<file path="src/rtl/vscale_imem_responder_pkg.sv">
// Shared widths, state encodings and default instruction for the instruction-fetch responder.
package vscale_imem_responder_pkg;

    localparam int XPR_LEN          = 32;
    localparam int INST_WIDTH       = 32;
    localparam int TAG_WIDTH        = XPR_LEN - 2;
    localparam int IMEM_STATE_WIDTH = 2;

    localparam logic [INST_WIDTH-1:0] RV_NOP = 32'h00000013;

    typedef enum logic [IMEM_STATE_WIDTH-1:0] {
        S_IDLE  = 2'd0,
        S_ISSUE = 2'd1,
        S_WAIT  = 2'd2
    } imem_state_e;

    // Fetches are word granular, so the low two byte-address bits never take part.
    function automatic logic [TAG_WIDTH-1:0] word_tag(input logic [XPR_LEN-1:0] addr);
        return addr[XPR_LEN-1:2];
    endfunction

endpackage

</file>
<file path="src/rtl/vscale_imem_responder_if.sv">
// Core fetch port plus valid/ready backing-memory port; slave is the responder side.
interface vscale_imem_responder_if;
    import vscale_imem_responder_pkg::*;

    logic                  imem_req;
    logic [XPR_LEN-1:0]    imem_addr;
    logic                  imem_flush;
    logic                  imem_wait;
    logic [INST_WIDTH-1:0] imem_rdata;
    logic                  imem_badmem_e;
    logic                  mem_req_valid;
    logic                  mem_req_ready;
    logic [XPR_LEN-1:0]    mem_req_addr;
    logic                  mem_resp_valid;
    logic [INST_WIDTH-1:0] mem_resp_data;
    logic                  mem_resp_err;

    modport slave (
        input  imem_req, imem_addr, imem_flush,
        input  mem_req_ready, mem_resp_valid, mem_resp_data, mem_resp_err,
        output imem_wait, imem_rdata, imem_badmem_e,
        output mem_req_valid, mem_req_addr
    );

    modport master (
        output imem_req, imem_addr, imem_flush,
        output mem_req_ready, mem_resp_valid, mem_resp_data, mem_resp_err,
        input  imem_wait, imem_rdata, imem_badmem_e,
        input  mem_req_valid, mem_req_addr
    );

endinterface

</file>
<file path="src/rtl/vscale_imem_replay_buf.sv">
// One-entry tag/data/valid store for the last fetched word; lookup is combinational.
// Clear wins over a same-edge fill, so a flushed or faulted word never becomes valid.
module vscale_imem_replay_buf
    import vscale_imem_responder_pkg::*;
(
    input  logic                  clk,
    input  logic                  reset,
    input  logic                  clear,
    input  logic                  fill,
    input  logic [TAG_WIDTH-1:0]  fill_tag,
    input  logic [INST_WIDTH-1:0] fill_data,
    input  logic [TAG_WIDTH-1:0]  lookup_tag,
    output logic                  hit,
    output logic [INST_WIDTH-1:0] data
);

    logic                  buf_valid;
    logic [TAG_WIDTH-1:0]  buf_addr;
    logic [INST_WIDTH-1:0] buf_data;

    always_ff @(posedge clk or posedge reset) begin
        if (reset) begin
            buf_valid <= 1'b0;
            buf_addr  <= '0;
            buf_data  <= '0;
        end else begin
            if (fill) begin
                buf_addr <= fill_tag;
                buf_data <= fill_data;
            end
            if (clear) begin
                buf_valid <= 1'b0;
            end else if (fill) begin
                buf_valid <= 1'b1;
            end
        end
    end

    assign hit  = buf_valid && (buf_addr == lookup_tag);
    assign data = buf_data;

endmodule

</file>
<file path="src/rtl/vscale_imem_responder.sv">
// Instruction-fetch responder: replay hit in 1 cycle, miss in >=3 via valid/ready memory.
// imem_wait stalls the core for any miss; mem_req_valid holds until mem_req_ready.
module vscale_imem_responder
    import vscale_imem_responder_pkg::*;
#(
    parameter bit                    BUF_EN   = 1'b1,
    parameter int                    TIMEOUT  = 255,
    parameter logic [INST_WIDTH-1:0] NOP_INST = RV_NOP
) (
    input  logic                     clk,
    input  logic                     reset,
    vscale_imem_responder_if.slave   bus
);

    localparam int             CW       = $clog2(TIMEOUT + 1);
    localparam logic [CW-1:0]  CNT_LAST = CW'(TIMEOUT - 1);

    imem_state_e           state;
    logic [TAG_WIDTH-1:0]  addr_q;
    logic [CW-1:0]         cnt;
    logic                  drop_pending;
    logic                  wait_q;
    logic [INST_WIDTH-1:0] rdata_q;
    logic                  badmem_q;
    logic                  req_valid_q;

    logic                  accept;
    logic                  hit;
    logic                  to_fire;
    logic                  drop_next;
    logic                  buf_clear;
    logic                  buf_fill;
    logic                  buf_hit;
    logic [INST_WIDTH-1:0] buf_data;

    assign accept    = bus.imem_req && !wait_q;
    assign hit       = accept && buf_hit && !bus.imem_flush;
    assign to_fire   = (state == S_WAIT) && !bus.mem_resp_valid && (cnt == CNT_LAST);
    assign drop_next = drop_pending && !bus.mem_resp_valid;
    assign buf_fill  = (state == S_WAIT) && bus.mem_resp_valid && !bus.mem_resp_err;
    assign buf_clear = bus.imem_flush || to_fire ||
                       ((state == S_WAIT) && bus.mem_resp_valid && bus.mem_resp_err);

    generate
        if (BUF_EN) begin : g_buf
            vscale_imem_replay_buf u_buf (
                .clk        (clk),
                .reset      (reset),
                .clear      (buf_clear),
                .fill       (buf_fill),
                .fill_tag   (addr_q),
                .fill_data  (bus.mem_resp_data),
                .lookup_tag (word_tag(bus.imem_addr)),
                .hit        (buf_hit),
                .data       (buf_data)
            );
        end else begin : g_nobuf
            assign buf_hit  = 1'b0;
            assign buf_data = '0;
        end
    endgenerate

    always_ff @(posedge clk or posedge reset) begin
        if (reset) begin
            state        <= S_IDLE;
            addr_q       <= '0;
            cnt          <= '0;
            drop_pending <= 1'b0;
            wait_q       <= 1'b0;
            rdata_q      <= NOP_INST;
            badmem_q     <= 1'b0;
            req_valid_q  <= 1'b0;
        end else begin
            // After a timeout exactly one late response is still owed; swallow it.
            if (to_fire) begin
                drop_pending <= 1'b1;
            end else if (drop_pending && bus.mem_resp_valid) begin
                drop_pending <= 1'b0;
            end

            case (state)
                S_IDLE: begin
                    if (accept) begin
                        addr_q   <= word_tag(bus.imem_addr);
                        badmem_q <= 1'b0;
                        if (hit) begin
                            rdata_q <= buf_data;
                        end else begin
                            state       <= S_ISSUE;
                            wait_q      <= 1'b1;
                            req_valid_q <= !drop_next;
                        end
                    end
                end
                S_ISSUE: begin
                    if (req_valid_q && bus.mem_req_ready) begin
                        state       <= S_WAIT;
                        req_valid_q <= 1'b0;
                        cnt         <= '0;
                    end else begin
                        req_valid_q <= !drop_next;
                    end
                end
                S_WAIT: begin
                    cnt <= cnt + CW'(1);
                    if (bus.mem_resp_valid || to_fire) begin
                        state  <= S_IDLE;
                        wait_q <= 1'b0;
                        if (bus.mem_resp_valid && !bus.mem_resp_err) begin
                            rdata_q  <= bus.mem_resp_data;
                            badmem_q <= 1'b0;
                        end else begin
                            rdata_q  <= NOP_INST;
                            badmem_q <= 1'b1;
                        end
                    end
                end
                default: begin
                    state       <= S_IDLE;
                    wait_q      <= 1'b0;
                    req_valid_q <= 1'b0;
                end
            endcase
        end
    end

    assign bus.imem_wait     = wait_q;
    assign bus.imem_rdata    = rdata_q;
    assign bus.imem_badmem_e = badmem_q;
    assign bus.mem_req_valid = req_valid_q;
    assign bus.mem_req_addr  = {addr_q, 2'b00};

    a_resp_only_when_owed: assert property (@(posedge clk) disable iff (reset)
        bus.mem_resp_valid |-> ((state == S_WAIT) || drop_pending));

    a_addr_stable_in_wait: assert property (@(posedge clk) disable iff (reset)
        wait_q |-> $stable(bus.imem_addr));

endmodule

</file>
<file path="src/flat_wrapper.sv">
// flat-port wrapper written by rule: the top's interface ports become plain ports
module vscale_imem_responder_flat import vscale_imem_responder_pkg::*;
#(
    parameter bit                    BUF_EN   = 1'b1,
    parameter int                    TIMEOUT  = 255,
    parameter logic [INST_WIDTH-1:0] NOP_INST = RV_NOP
)
  (clk, reset, bus_imem_req, bus_imem_addr, bus_imem_flush, bus_mem_req_ready, bus_mem_resp_valid, bus_mem_resp_data, bus_mem_resp_err, bus_imem_wait, bus_imem_rdata, bus_imem_badmem_e, bus_mem_req_valid, bus_mem_req_addr);
  vscale_imem_responder_if bus_i ();
  input  logic clk;
  input  logic reset;
  input wire logic [$bits(bus_i.imem_req)-1:0] bus_imem_req;
  input wire logic [$bits(bus_i.imem_addr)-1:0] bus_imem_addr;
  input wire logic [$bits(bus_i.imem_flush)-1:0] bus_imem_flush;
  input wire logic [$bits(bus_i.mem_req_ready)-1:0] bus_mem_req_ready;
  input wire logic [$bits(bus_i.mem_resp_valid)-1:0] bus_mem_resp_valid;
  input wire logic [$bits(bus_i.mem_resp_data)-1:0] bus_mem_resp_data;
  input wire logic [$bits(bus_i.mem_resp_err)-1:0] bus_mem_resp_err;
  output wire logic [$bits(bus_i.imem_wait)-1:0] bus_imem_wait;
  output wire logic [$bits(bus_i.imem_rdata)-1:0] bus_imem_rdata;
  output wire logic [$bits(bus_i.imem_badmem_e)-1:0] bus_imem_badmem_e;
  output wire logic [$bits(bus_i.mem_req_valid)-1:0] bus_mem_req_valid;
  output wire logic [$bits(bus_i.mem_req_addr)-1:0] bus_mem_req_addr;
  assign bus_i.imem_req = bus_imem_req;
  assign bus_i.imem_addr = bus_imem_addr;
  assign bus_i.imem_flush = bus_imem_flush;
  assign bus_i.mem_req_ready = bus_mem_req_ready;
  assign bus_i.mem_resp_valid = bus_mem_resp_valid;
  assign bus_i.mem_resp_data = bus_mem_resp_data;
  assign bus_i.mem_resp_err = bus_mem_resp_err;
  assign bus_imem_wait = bus_i.imem_wait;
  assign bus_imem_rdata = bus_i.imem_rdata;
  assign bus_imem_badmem_e = bus_i.imem_badmem_e;
  assign bus_mem_req_valid = bus_i.mem_req_valid;
  assign bus_mem_req_addr = bus_i.mem_req_addr;
  vscale_imem_responder #(.BUF_EN(BUF_EN), .TIMEOUT(TIMEOUT), .NOP_INST(NOP_INST)) u_core (.clk(clk), .reset(reset), .bus(bus_i));
endmodule
</file>
<file path="config.mk">
export PLATFORM = sky130hd
export DESIGN_NAME = vscale_imem_responder_flat
export DESIGN_NICKNAME = d
export VERILOG_FILES = /design/src/rtl/vscale_imem_responder_pkg.sv /design/src/rtl/vscale_imem_responder_if.sv /design/src/rtl/vscale_imem_replay_buf.sv /design/src/rtl/vscale_imem_responder.sv /design/src/flat_wrapper.sv
export SDC_FILE = /design/constraint.sdc
export NUM_CORES = 1
export LEC_CHECK = 0
export ABC_AREA = 1
export CORE_ASPECT_RATIO = 0.5
export CORE_MARGIN = 5
export CORE_UTILIZATION = 54
export CTS_CLUSTER_DIAMETER = 120
export DETAILED_ROUTE_END_ITERATION = 10
export GPL_TIMING_DRIVEN = 0
export HOLD_SLACK_MARGIN = 0.06
export PLACE_DENSITY = 0.86
export SYNTH_ARGS = -nofsm -noshare
export SYNTH_HDL_FRONTEND = slang
export SYNTH_SLANG_ARGS = --single-unit
</file>
<file path="constraint.sdc">
create_clock -name clk -period 6.9 [get_ports clk]
set_input_delay 1.035 -clock clk [delete_from_list [all_inputs] [get_ports clk]]
set_output_delay 1.035 -clock clk [all_outputs]
set_load 0.01 [all_outputs]
</file>
# Word-level counts from Yosys, hierarchy flattened

Index checks and enable logic that the tools add are counted.

Bits in registers: 139
Output and inout port bits: 67
Word-level logic and storage cells: 84

$add $sub $neg: 1
Equality and inequality tests: 9
Mux-type cells: 28
Bitwise logic cells: 2
Reductions and logical operators: 33

Operator list:

| kind                | number |
|---|---|
| $mux 32             | 4 |
| $pmux 32 s2         | 1 |
| $eq 30x30->1        | 1 |
| $pmux 8 s2          | 1 |
| $logic_and 1x1->1   | 13 |
| $mux 1              | 13 |
| $reduce_and 4->1    | 3 |
| $add 8x1->8 const B | 1 |
| $eq 8x8->1 const B  | 1 |
| $mux 2              | 4 |
| $mux 8              | 1 |
| $reduce_bool 2->1   | 4 |
| $ne 2x1->1 const B  | 3 |
| $pmux 1 s3          | 2 |
| $pmux 2 s3          | 1 |
| $reduce_and 3->1    | 2 |
| $logic_not 1->1     | 5 |
| $ne 2x2->1 const B  | 2 |
| $reduce_and 2->1    | 2 |
| $logic_or 1x1->1    | 3 |
| $eq 2x1->1 const B  | 1 |
| $eq 2x2->1 const B  | 1 |
| $logic_not 2->1     | 1 |
| $not 1->1           | 2 |
| $pmux 1 s2          | 1 |

# Depth between registers and ports, before layout

Gate-level depths: netlist of run 1.

Depth after elaboration: 7
Mapped depth: 13
Gate-level depth less buffers: 12

# Modules after synthesis

Synthesis of run 1 repeated with hierarchy kept, for this count alone.

Cells, all modules: 840
Area total of the unflattened synthesis: 6,761.5 µm²

Modules (own cells, without submodules):

| module                 | times used | cells each | area an instance (µm²) | sequential area each (µm²) |
|---|---|---|---|---|
| vscale_imem_responder  | 1          | 431        | 3,819.9                | 1,905.6 |
| vscale_imem_replay_buf | 1          | 409        | 2,941.6                | 1,576.5 |

# Worst setup path after synthesis of run 1

No wires, ideal clock.

Path kind: input to register
From: input bus_imem_req
To: register u_core.rdata_q[10], in the netlist u_core.bus.imem_rdata[10]
Library setup time: 117 ps
Arrival: 2,018 ps
Required time: 6,783 ps
Slack: 4,765 ps
Stages on the path: 12
Path through: inv_1 nor2_1 nand3b_1 nor2_1 nand2_1 nor2_1 nand2_1 nand2_2 nand2_4 buf_6 nand2_1 nand2_1

Cells in the longest elaborated chain, start to end: 5

RTL lines:

| item                            | RTL line                     | text |
|---|---|---|
| start: declaration              | flat_wrapper.sv:12           | `input wire logic [$bits(bus_i.imem_req)-1:0] bus_imem_req;` |
| $logic_and 1x1->1 (*)           | vscale_imem_responder.sv:36  | `assign accept = bus.imem_req && !wait_q;` |
| $logic_and 1x1->1 (2 in series) | vscale_imem_responder.sv:37  | `assign hit = accept && buf_hit && !bus.imem_flush;` |
| $ne 2x1->1 (no line)            | n/a                          |  |
| $reduce_and 4->1 (no line) (*)  | n/a                          |  |
| end signal: assignment          | vscale_imem_responder.sv:87  | `rdata_q <= buf_data;` |
| end signal: assignment          | vscale_imem_responder.sv:110 | `rdata_q <= bus.mem_resp_data;` |
| end: declaration                | vscale_imem_responder.sv:23  | `logic [INST_WIDTH-1:0] rdata_q;` |

Mark *: on every way between the ends. The rest lies on a longest branch, timed or not.
A chain may end at the register's enable or synchronous reset.

# Worst setup path in the final report of run 1

From: input bus_imem_addr[12]
To: register u_core.rdata_q[21], in the netlist u_core.bus.imem_rdata[21]

Cells in the longest elaborated chain, start to end: 6

RTL lines:

| item                            | RTL line                     | text |
|---|---|---|
| start: declaration              | flat_wrapper.sv:13           | `input wire logic [$bits(bus_i.imem_addr)-1:0] bus_imem_addr;` |
| $eq 30x30->1                    | vscale_imem_replay_buf.sv:39 | `assign hit = buf_valid && (buf_addr == lookup_tag);` |
| $logic_and 1x1->1               | vscale_imem_replay_buf.sv:39 |  |
| $logic_and 1x1->1 (2 in series) | vscale_imem_responder.sv:37  |  |
| $ne 2x1->1 (no line)            | n/a                          |  |
| $reduce_and 4->1 (no line)      | n/a                          |  |

No other way between the ends.

==> results of run 1 <==
-- per-stage QoR --
step                worst slack [ps]  util, %  instance area, um^2  cells
finish                          4320     75.4                 8380   1043
CTS                             4330     75.4                 8380   1043
global placement                 310     69.5                 7720   1010
global route                    4190     75.4                 8380   1043
floorplan                       2150        -                 6210    732
detailed placement              3940     69.8                 7760   1011
-- tightest hold or removal path: stages (launching register included) --
cell     delay, ps
dfrtp_1        340
nand2_1         50
nand2_1         50
-- cells in the mapped netlist (all sizes together) --
cell type,number
nor2,36
o211a,1
ha,2
nand3,39
xnor2,17
o21ai,101
dfstp,3
nand2,237
o31ai,1
conb,1
nor3,3
mux2,7
a31oi,1
o22ai,3
nand3b,2
dfrtp,136
inv,87
nand4,1
a21oi,19
clkbuf,14
buf,19
mux2i,1
-- logic make-up after synthesis --
family,after synthesis
XOR/XNOR,17
buffers and inverters,120
other,1
flip-flops,139
multiplexers,8
AND/OR/NAND/NOR,318
adder cells (fa/ha/maj),2
AO/OA/AOI/OAI,126
-- final timing paths --
check | startpoint | to | slack (ps) | cells after the start
setup / recovery | bus_imem_addr[12] | u_core.bus.imem_rdata[21]$_DFFE_PP0P_ | 4320 | 11
hold / removal | u_core.bus.imem_rdata[11]$_DFFE_PP0P_ | u_core.bus.imem_rdata[11]$_DFFE_PP0P_ | 470 | 2
setup reg to reg | u_core.state[0]$_DFFE_PP0P_ | u_core.g_buf.u_buf.buf_addr[25]$_DFFE_PP0P_ | 4890 | 6
hold reg to reg | u_core.bus.imem_rdata[11]$_DFFE_PP0P_ | u_core.bus.imem_rdata[11]$_DFFE_PP0P_ | 470 | 2
max in group asynchronous | reset | u_core.bus.imem_rdata[4]$_DFFE_PP1P_ | 5050 | 3
min in group asynchronous | reset | u_core.bus.imem_rdata[26]$_DFFE_PP0P_ | 1050 | 2
-- registers in the layout, summed over array words and instances, names as in the netlist --
| name | cells |
|---|---|
| u_core.g_buf.u_buf.data | 32 |
| u_core.bus.imem_wait | 1 |
| u_core.bus.imem_rdata | 32 |
| u_core.drop_pending | 1 |
| u_core.bus.imem_badmem_e | 1 |
| u_core.bus.mem_req_valid | 1 |
| u_core.cnt | 8 |
| u_core.g_buf.u_buf.buf_addr | 30 |
| u_core.addr_q | 30 |
| u_core.state | 2 |
| u_core.g_buf.u_buf.buf_valid | 1 |
-- report_power, final --
group | total (mW) | switching, mW | internal [mW]
clock | 0.957 | 0.351 | 0.607
sequential | 1.44 | 0.222 | 1.22
combinational | 1.58 | 0.848 | 0.727
total | 3.97 | 1.42 | 2.55
-- cells in the final DEF (no fill, tap or decap), types with 3 or more instances in the layout --
cell type and instances:
nand2_1 234, dfrtp_1 136, clkdlybuf4s50_1 133, o21ai_0 94, inv_1 84, nand3_1 39, nor2_1 33, a21oi_1 19
xnor2_1 17, clkbuf_16 17, clkbuf_1 15, buf_2 7, mux2_2 7, o21ai_1 7, buf_4 6, buf_6 6
clkbuf_8 4, clkinvlp_4 4, nor3_1 3, o22ai_1 3, bufinv_16 3, dfstp_2 3
-- final cells by class --
| class | instances | area, um^2 |
|---|---|---|
| inverter | 87 | 334 |
| timing repair buffer | 134 | 1360 |
| sequential | 139 | 3480 |
| multi-input combinational | 473 | 2200 |
| buffer | 33 | 200 |
| clock buffer | 22 | 484 |
| clock inverter | 10 | 139 |
| fill | 794 | 2740 |
| tap | 145 | 181 |
-- metal layers --
metal	up-vias	global-route usage (%)	routed length, um
met5	-	0	0
met4	0	7.67	301
met2	174	42.4	7950
li1	2606	-	-
met1	2535	30.0	6880
met3	31	5.47	898
==> metrics.md, run 1 <==
| Metric | Value |
|---|---|
| Vias | 5,346 |
| Total iterations of the first detailed-routing run | 5 |
| Total congestion overflow | 0 |
| Crit path DAT | around 2900 ps |
| Startpoint types | input pin |
| Layout area overhead | 35.0% |
| Max incr delay on CP | 500 ps |
| Top cells by area, synth | dfrtp_1, nand2_1, o21ai_0, inv_1, nand3_1 |
| Vias/cell | about 5 |
| Area fraction in compound gates after synthesis | about a tenth |
| Period utilization | 37.3% |
| Final setup TNS | 0 ps |
| Initial antenna violation count | 0 |
| Post-CTS Setup Bufs | 0 |
| Total GRT Usage | between 20% and 30% |
| Post-synthesis adder-cell area fraction | 0.403% |
| Cts repair resizes | 0 |
| CTS tree | yes |
| Final setup viols | 0 |
| Clock root cell | clkbuf_16 |
| Post-DR wirelength/cell | about 15 um |
| Initial Util | between 50% and 60% |
| Initial DRC count | a little over 400 |
| Die area | 13,900 um^2 |
| Pleak | ~4.0 nW |
| Final critical-path required period | roughly 2600 ps |
| Synth warn | 0 |
| Maximum clock frequency | 388 MHz |
| Post-Synth Simple-Gate Area | 20.7% |
| Final Net Count | approximately 960 |
| Clock latency on the worst-skew pair | ~400 ps |
| IO Pins | 138 |
| Final antenna-violating net count | 0 |
| Register bit total from synthesis | around 140 |
| Crit end category | flop |
| DRT Wirelength | 16.0 mm |
| Number of global-route vias before repair | between 5,000 and 6,000 |
| RSZ-0062 raised after global routing | no |
| WP buf/inv | 2 |
| Critical Path Most Common Cell | nand2_1 |
| First-pass GRT wire length | about 27 mm |
| Top delay family on crit path | simple AND/OR/NAND/NOR gates |
| DP Wirelength | roughly 11 mm |
| Seq/Total Area, Yosys | between 50% and 60% |
| Worst hold slack | about 470 ps |
| Largest family of logic cells by synthesized area | simple AND/OR/NAND/NOR gates |
| Worst setup path class | in2reg |
| Core Region | ~11,000 um^2 |
| Setup Skew | between 8 and 9 ps |
| Cell taking the most area after synthesis | dfrtp_1 |
| Final Power | roughly 4.0 mW |
| Multiplexer share of the synthesized area | 1.43% |
| FP Rows | 27 |
| GP Congestion | ~0.81 |
| Chip width | roughly 160 um |
| Deepest clock path buffer count | 2 |
| Hold-fix buffers, CTS | 0 |
| Layout cells sized above 1 | 7.80% |
| Syn Inst Count | ~730 |
| Worst path slowest cell | clkdlybuf4s50_1 |
| WP data required | 7250 ps |
| Netlist cell types | 31 |
| CTS clk-pin slew, worst paths | ~60 ps |
| Fin. Hold Viols | 0 |
| Avg Inst Size Synth | 8.49 um^2 |
| Total CTS buffers | 17 |
| Status | completed |
| Power Dens Cells | approximately 470 nW/um^2 |
| Worst-path cell chain | clkdlybuf4s50_1, xnor2_1, nand2_1, nor2_1, nand2_1, nor2_1, nand2_1, nand2_2, buf_2, nand3_1, nand2_1 |
| Post-synthesis cell area | a little over 6000 um^2 |
| Final slew viol count | 0 |
| Worst slew pin tran | about 550 ps |
| # clock sinks | around 140 |
| Worst relative slew slack | between 60% and 70% |
| DRC Markers | 0 |
| Largest net degree at the start of global routing | between 80 and 90 |
| Peak supply drop | about 0.22 mV |
| Synth top area share | 54.8% |
| Die H | around 86 um |
| I/O Buffers | around 130 |
| Synth Area in XOR/XNOR | 2.40% |
| Min-Delay Path Class | reg2reg |
| H-Tree Depth | 4 |
| Max-cap viol count | 0 |
| Crit Path Max Fanout | 10 |
| Number of antenna repair diodes | 0 |
(Power assumes the default switching activity.)
==> inputs of run 2 (changes only) <==
Settings changed: CORE_UTILIZATION 54 to 46, PLACE_DENSITY 0.86 to 0.78.
Clock period 6.9 ns to 2.3 ns, I/O delays scaled along.
==> run 2 against run 1 <==
  * Die area increased by 16%
  * Register-to-register slack got worse by 4700 ps
  * Via count decreased by 4.1%
  * Cell count increased by 3.2%
  * Critical endpoint is now u_core.g_buf.u_buf.data[2]$_DFFE_PP0P_
  * Largest cell class unchanged
  * Highest routed layer unchanged
==> metrics.md, run 2 (synthesis gave the netlist of run 1 again) <==
| Metric | Value |
|---|---|
| Status | completed (unchanged) |
| Commonest non-fill, non-tap cells in the layout | nand2_1, dfrtp_1, clkdlybuf4s50_1 (unchanged) |
| DRT Wirelength | 15.2 mm (was 16.0 mm) |
| Final slew viol count | 0 (unchanged) |
| Worst-path cell chain | nor2_2, inv_4, nor2_4, buf_4, clkbuf_1, o21ai_0 (was clkdlybuf4s50_1, xnor2_1, nand2_1, nor2_1, nand2_1, nor2_1, nand2_1, nand2_2, buf_2, nand3_1, nand2_1) |
| Inst Count DP | 1,044 (was 1,011) |
| Peak supply drop | 0.557 mV (was 0.225 mV) |
| Final critical-path required period | ~2100 ps |
| Maximum clock frequency | 483 MHz |
| Final setup TNS | 0 ps (unchanged) |
| Fin cells | 1,076 (was 1,043) |
| Final antenna-violating net count | 0 (unchanged) |
| GP Congestion | 0.840 (was 0.809) |
| First-pass GRT wire length | 25.5 mm (was 26.7 mm) |
| Post-route design area | 8410 um^2 (was 8380 um^2) |
| Deepest clock path buffer count | 2 (unchanged) |
| Largest net degree at the start of global routing | 40 (was 83) |
| Worst path slowest cell | dfrtp_1 (was clkdlybuf4s50_1) |
| R2r setup slk | 230 ps (was 4890 ps) |
| Clock root cell | clkbuf_16 (unchanged) |
| Post-DP Area | 7830 um^2 (was 7760 um^2) |
| Initial DRC count | 263 (was 407) |
| IO Pins | 138 (unchanged) |
| Hold-fix buffers, CTS | 0 (unchanged) |
| DP Wirelength | 11.2 mm (was 11.0 mm) |
| Max-cap viol count | 0 (unchanged) |
| Crit path DAT | 2320 ps (was 2920 ps) |
| Die H | 92.1 um (was 85.8 um) |
| Number of global-route vias before repair | 5,182 (was 5,592) |
| Fin. Hold Viols | 0 (unchanged) |
| Total GRT Usage | 19.6% (was 24.1%) |
| WP buf/inv | 3 (was 2) |
| Number of antenna repair diodes | 0 (unchanged) |
| Layout area overhead | 35.5% (was 35.0%) |
| Total iterations of the first detailed-routing run | 4 (was 5) |
| H-Tree Depth | 4 (unchanged) |
| RSZ-0062 raised after global routing | no (unchanged) |
| CTS tree | yes (unchanged) |
| Crit Path Max Fanout | 10 (unchanged) |
| Crit Reg-Reg Startpoint | u_core.state[0]$_DFFE_PP0P_ (unchanged) |
| Final Net Count | 960 (was 958) |
| Post-CTS Setup Bufs | 0 (unchanged) |
| Vias | 5,125 (was 5,346) |
| Worst hold slack | 399 ps (was 470 ps) |
| WP data required | 2550 ps (was 7250 ps) |
| DRC Markers | 0 (unchanged) |
| I/O Buffers | 133 (unchanged) |
| # clock sinks | 139 (unchanged) |
| Total congestion overflow | 0 (unchanged) |
| CTS clk-pin slew, worst paths | 60 ps (about the same) |
| Post-DR wirelength/cell | 14.1 um (was 15.4 um) |
| Crit end category | flop (unchanged) |
| Power Dens Cells | 1380 nW/um^2 (was 474 nW/um^2) |
| FP Rows | 30 (was 27) |
| Chip width | 174 um (was 162 um) |
| Top delay family on crit path | buffers and inverters (was simple AND/OR/NAND/NOR gates) |
| Setup Skew | 10.8 ps (was 8.79 ps) |
| Worst relative slew slack | 51.5% (was 63.3%) |
| Cts repair resizes | 0 (unchanged) |
| Layout cells sized above 1 | 8.11% (was 7.80%) |
| Die area | 16,100 um^2 (was 13,900 um^2) |
| Worst setup path class | reg2reg (was in2reg) |
| Worst slew pin tran | 727 ps (was 550 ps) |
| Startpoint types | flop (was input pin) |
| Max incr delay on CP | 480 ps (was 500 ps) |
| Initial antenna violation count | 0 (unchanged) |
| Crit Reg-Reg Endpoint | u_core.g_buf.u_buf.data[2]$_DFFE_PP0P_ (was u_core.g_buf.u_buf.buf_addr[25]$_DFFE_PP0P_) |
| Commonest non-fill, non-tap cell in the layout | nand2_1 (unchanged) |
| Worst-case reg-to-reg path depth | 6 (unchanged) |
| Core Region | 13,400 um^2 (was 11,100 um^2) |
| Initial Util | 46.3% (was 55.8%) |
| Pleak | 4.04 nW (about the same) |
| Min-Delay Path Class | in2async (was reg2reg) |
| Final setup viols | 0 (unchanged) |
| Period utilization | 90.0% |
| Clock latency on the worst-skew pair | 420 ps (was 410 ps) |
| Total CTS buffers | 17 (unchanged) |
| Vias/cell | 4.76 (was 5.13) |
## run 2: changes by cell type in the layout (fill, tap and decap cells not counted)
cell / change
clkinvlp_4: -1
clkbuf_8: -2
buf_16: -1
buf_12: +3
clkinv_4: +3
clkinv_2: -2
inv_6: +5
bufinv_16: -2
clkbuf_1: -1
## run 2: worst max-delay path by stage
| stage | startpoint | to | slack [ps] | cells past startpoint |
|---|---|---|---|---|
| after global routing | u_core.state[0]$_DFFE_PP0P_ | u_core.g_buf.u_buf.data[2]$_DFFE_PP0P_ | 40 | 6 |
| after CTS | u_core.state[0]$_DFFE_PP0P_ | u_core.g_buf.u_buf.data[2]$_DFFE_PP0P_ | 220 | 6 |
| after floorplan | reset | u_core.addr_q[0]$_DFFE_PP0P_ | 220 | 1 |
| after detailed placement | bus_imem_addr[17] | u_core.bus.imem_rdata[5]$_DFFE_PP0P_ | 0.6 | 11 |
| after global placement | reset | u_core.bus.imem_rdata[7]$_DFFE_PP0P_ | -1000 | 2 |
| final | u_core.state[0]$_DFFE_PP0P_ | u_core.g_buf.u_buf.data[2]$_DFFE_PP0P_ | 230 | 6 |
## run 2: layer usage
| metal | global-route usage [%] | up-vias | part of all wire (%) | routed length, um |
|---|---|---|---|---|
| li1 | - | 2603 | - | - |
| met1 | 25.2 | 2407 | 46 | 6910 |
| met2 | 33.3 | 91 | 48 | 7350 |
| met3 | 4.45 | 24 | 4.4 | 672 |
| met4 | 5.79 | 0 | 1.6 | 238 |
| met5 | 0 | - | 0 | 0 |
## run 2: layout make-up
cell class | count | area (um^2)
Fill cell | 1134 | 4990
Sequential cell | 139 | 3480
Multi-Input combinational cell | 473 | 2200
Timing Repair Buffer | 136 | 1390
Clock buffer | 19 | 453
Inverter | 87 | 333
Tap cell | 176 | 220
Buffer | 33 | 200
Clock inverter | 13 | 133
## run 2: worst reg2reg max path: cells and delay by family (launching register included)
| kind | cells | cell delay [ps] |
|---|---|---|
| compound gates | 1 | 220 |
| flops | 1 | 480 |
| simple gates | 2 | 480 |
| buf+inv | 3 | 730 |
## run 2: power by group
group	internal [mW]	switching, mW	total (mW)
registers	3.65	0.647	4.29
clock network	1.57	1.14	2.71
logic	2.19	2.45	4.63
total	7.41	4.23	11.6
## run 2: per-stage QoR
| step | util [%] | setup slack, ps | total power, mW |
|---|---|---|---|
| 6_report | 62.8 | 229 | 11.6 |
| 2_1_floorplan | - | 222 | 6.93 |
| 5_1_grt | 62.8 | 44.6 | 12.5 |
| 3_5_place_dp | 58.4 | 0.645 | 9.00 |
| 4_1_cts | 62.8 | 219 | 11.7 |
| 3_3_place_gp | 58.0 | -996 | 8.80 |
==> inputs of run 3 (changes only) <==
Settings changed: CORE_MARGIN 5 to 2, RECOVER_POWER set to 50.
==> run 3 against run 2 <==
  * Global-route usage is 2.8 points higher
  * Register-to-register slack improved by 96 ps
  * Clock power fell by 4%
  * Sequential share of layout area increased by 0.27 points
  * Cell count down 0.56%
  * Setup slack improved by 96 ps
  * Sequential cell count unchanged
  * Clock skew grew 1.1 ps
  * Non-clock buffer count did not move
==> metrics.md, run 3 (synthesis gave the netlist of run 1 again) <==
| Metric | Value |
|---|---|
| Status | completed (unchanged) |
| Initial antenna violation count | 0 (unchanged) |
| Deepest clock path buffer count | 2 (unchanged) |
| Period utilization | 85.8% (was 90.0%) |
| Setup Skew | 11.9 ps (was 10.8 ps) |
| Largest net degree at the start of global routing | 44 (was 40) |
| Worst setup path class | in2reg (was reg2reg) |
| Number of global-route vias before repair | 5,291 (was 5,182) |
| WP data required | 2650 ps (was 2550 ps) |
| Hold-fix buffers, CTS | 0 (unchanged) |
| Crit end category | flop (unchanged) |
| Crit Path Max Fanout | 10 (unchanged) |
| Final setup TNS | 0 ps (unchanged) |
| IO Pins | 138 (unchanged) |
| I/O Buffers | 133 (unchanged) |
| Number of antenna repair diodes | 0 (unchanged) |
| H-Tree Depth | 4 (unchanged) |
| Maximum clock frequency | 506 MHz (was 483 MHz) |
| Clock root cell | clkbuf_16 (unchanged) |
| Post-CTS Setup Bufs | 0 (unchanged) |
| Total iterations of the first detailed-routing run | 4 (unchanged) |
| DRT Wirelength | 15.3 mm (was 15.2 mm) |
| Layout area overhead | 34.7% (was 35.5%) |
| Utilization after layout | 64.7% (was 62.8%) |
| Switching power total | 4.24 mW (was 4.23 mW) |
| Inst Count DP | 1,038 (was 1,044) |
| Initial Util | 48.1% (was 46.3%) |
| DP Wirelength | 10.9 mm (was 11.2 mm) |
| Met3 wire length | 588 um (was 672 um) |
| Crit path DAT | 2320 ps (about the same) |
| Total congestion overflow | 0 (unchanged) |
| Peak supply drop | 0.603 mV (was 0.557 mV) |
| FP Rows | 29 (was 30) |
| CTS tree | yes (unchanged) |
| Vias | 5,252 (was 5,125) |
| Core Region | 12,900 um^2 (was 13,400 um^2) |
| # clock sinks | 139 (unchanged) |
| Clock latency on the worst-skew pair | 410 ps (was 420 ps) |
| Final Net Count | 960 (unchanged) |
| Max incr delay on CP | 490 ps (was 480 ps) |
| Layout cells sized above 1 | 8.11% (unchanged) |
| Met1 WL | 7.16 mm (was 6.91 mm) |
| Sequential power share | 37.5% (was 36.9%) |
| Final slew viol count | 0 (unchanged) |
| Worst-path cell chain | clkdlybuf4s50_1, xnor2_1, nand2_1, nor2_1, nand2_1, nor2_1, nand2_1, nand2_2, buf_2, nand3_1, nand2_1 (was nor2_2, inv_4, nor2_4, buf_4, clkbuf_1, o21ai_0) |
| Min-Delay Path Class | reg2reg (was in2async) |
| Clock network fraction of total power | 22.6% (was 23.3%) |
| Critical Path Most Common Cell | nand2_1 |
| Worst relative slew slack | 29.7% (was 51.5%) |
| Met2 WL post-DR | 7.39 mm (was 7.35 mm) |
| Fin cells | 1,070 (was 1,076) |
| Top Metal Used | met4 (unchanged) |
| R2r setup slk | 330 ps (was 230 ps) |
| Worst path slowest cell | clkdlybuf4s50_1 (was dfrtp_1) |
| Die area | 14,500 um^2 (was 16,100 um^2) |
| Internal power | 7.26 mW (was 7.41 mW) |
| Final critical-path required period | 1970 ps (was 2070 ps) |
| Die H | 86.1 um (was 92.1 um) |
| CTS clk-pin slew, worst paths | 60 ps (about the same) |
| Final antenna-violating net count | 0 (unchanged) |
| Cts repair resizes | 0 (unchanged) |
| Final Power | 11.5 mW (was 11.6 mW) |
| Commonest non-fill, non-tap cell in the layout | nand2_1 (unchanged) |
| Fin. Hold Viols | 0 (unchanged) |
| Total GRT Usage | 22.4% (was 19.6%) |
| Commonest non-fill, non-tap cells in the layout | nand2_1, dfrtp_1, clkdlybuf4s50_1 (unchanged) |
| Max-cap viol count | 0 (unchanged) |
| GP Congestion | 0.814 (was 0.840) |
| Initial DRC count | 393 (was 263) |
| Switching Share | 36.9% (was 36.3%) |
| Post-DR wirelength/cell | 14.3 um (was 14.1 um) |
| Combinational power share | 39.9% (was 39.8%) |
| Vias/cell | 4.91 (was 4.76) |
| First-pass GRT wire length | 25.6 mm (was 25.5 mm) |
| DRC Markers | 0 (unchanged) |
| Worst slew pin tran | 1060 ps (was 727 ps) |
| Power Dens Cells | 1370 nW/um^2 (was 1380 nW/um^2) |
| RSZ-0062 raised after global routing | no (unchanged) |
| Chip width | 168 um (was 174 um) |
| Startpoint types | input pin (was flop) |
| Final setup viols | 0 (unchanged) |
| Fill cells | 1,076 (was 1,134) |
| Total CTS buffers | 17 (unchanged) |
| Pleak | 4.04 nW (about the same) |
-- run 3: cell count changes in the layout (fill, tap and decap cells not counted), sizes merged --
cell	change
dlygate4sd3	+21
buf	-2
clkdlybuf4s50	-21
clkbuf	+3
bufinv	-1
-- run 3: worst paths after layout --
path | cells after the start | from | end
max | 11 | bus_imem_addr[17] | u_core.bus.imem_rdata[4]$_DFFE_PP1P_
max reg2reg | 10 | u_core.g_buf.u_buf.buf_addr[15]$_DFFE_PP0P_ | u_core.bus.imem_rdata[4]$_DFFE_PP1P_
max in group asynchronous | 3 | reset | u_core.cnt[4]$_DFFE_PP0P_
min | 2 | u_core.bus.imem_rdata[17]$_DFFE_PP0P_ | u_core.bus.imem_rdata[17]$_DFFE_PP0P_
min in group asynchronous | 2 | reset | u_core.g_buf.u_buf.data[16]$_DFFE_PP0P_
min reg2reg | 2 | u_core.bus.imem_rdata[17]$_DFFE_PP0P_ | u_core.bus.imem_rdata[17]$_DFFE_PP0P_
-- run 3: stage by stage --
step / hold WS, ps / instance area (um^2) / setup slack, ps
3_3_place_gp: 450 / 7760 / -1000
4_1_cts: 275 / 8390 / 327
2_1_floorplan: 445 / 6210 / 222
3_5_place_dp: 459 / 7820 / -19.7
6_report: 465 / 8360 / 326
5_1_grt: 496 / 8360 / 52.3
-- run 3: worst max-delay path, delay by kind of cell --
| kind | cells | cell delay, ps |
|---|---|---|
| buffers and inverters | 2 | 760 |
| and+or+nand+nor | 8 | 1080 |
| xor gates and xnor gates | 1 | 120 |
-- run 3: final cells by class --
| type | instances | area [um^2] | area share (%) |
|---|---|---|---|
| timing repair buffer | 136 | 1360 | 16.3 |
| multi-input combinational | 473 | 2200 | 26.3 |
| clock buffer | 20 | 467 | 5.58 |
| sequential | 139 | 3480 | 41.7 |
| tap | 170 | 213 | 2.54 |
| clock inverter | 12 | 103 | 1.23 |
| inverter | 87 | 330 | 3.95 |
| buffer | 33 | 200 | 2.40 |
-- run 3: power by group through the flow --
stage               registers [mW]  clock network [mW]  logic, mW
finish                        4.30                2.60       4.59
detailed placement            4.33                   0       4.66
CTS                           4.30                2.64       4.71
global route                  4.43                2.75       5.15
floorplan                     4.48                   0       2.46
global placement              4.28                   0       4.49
-- run 3: per-layer routing --
metal | global-route usage [%] | vias to the layer above
met3 | 5.08 | 14
met2 | 38.4 | 114
li1 | - | 2614
met1 | 28.9 | 2510
met5 | 0 | -
met4 | 6.43 | 0
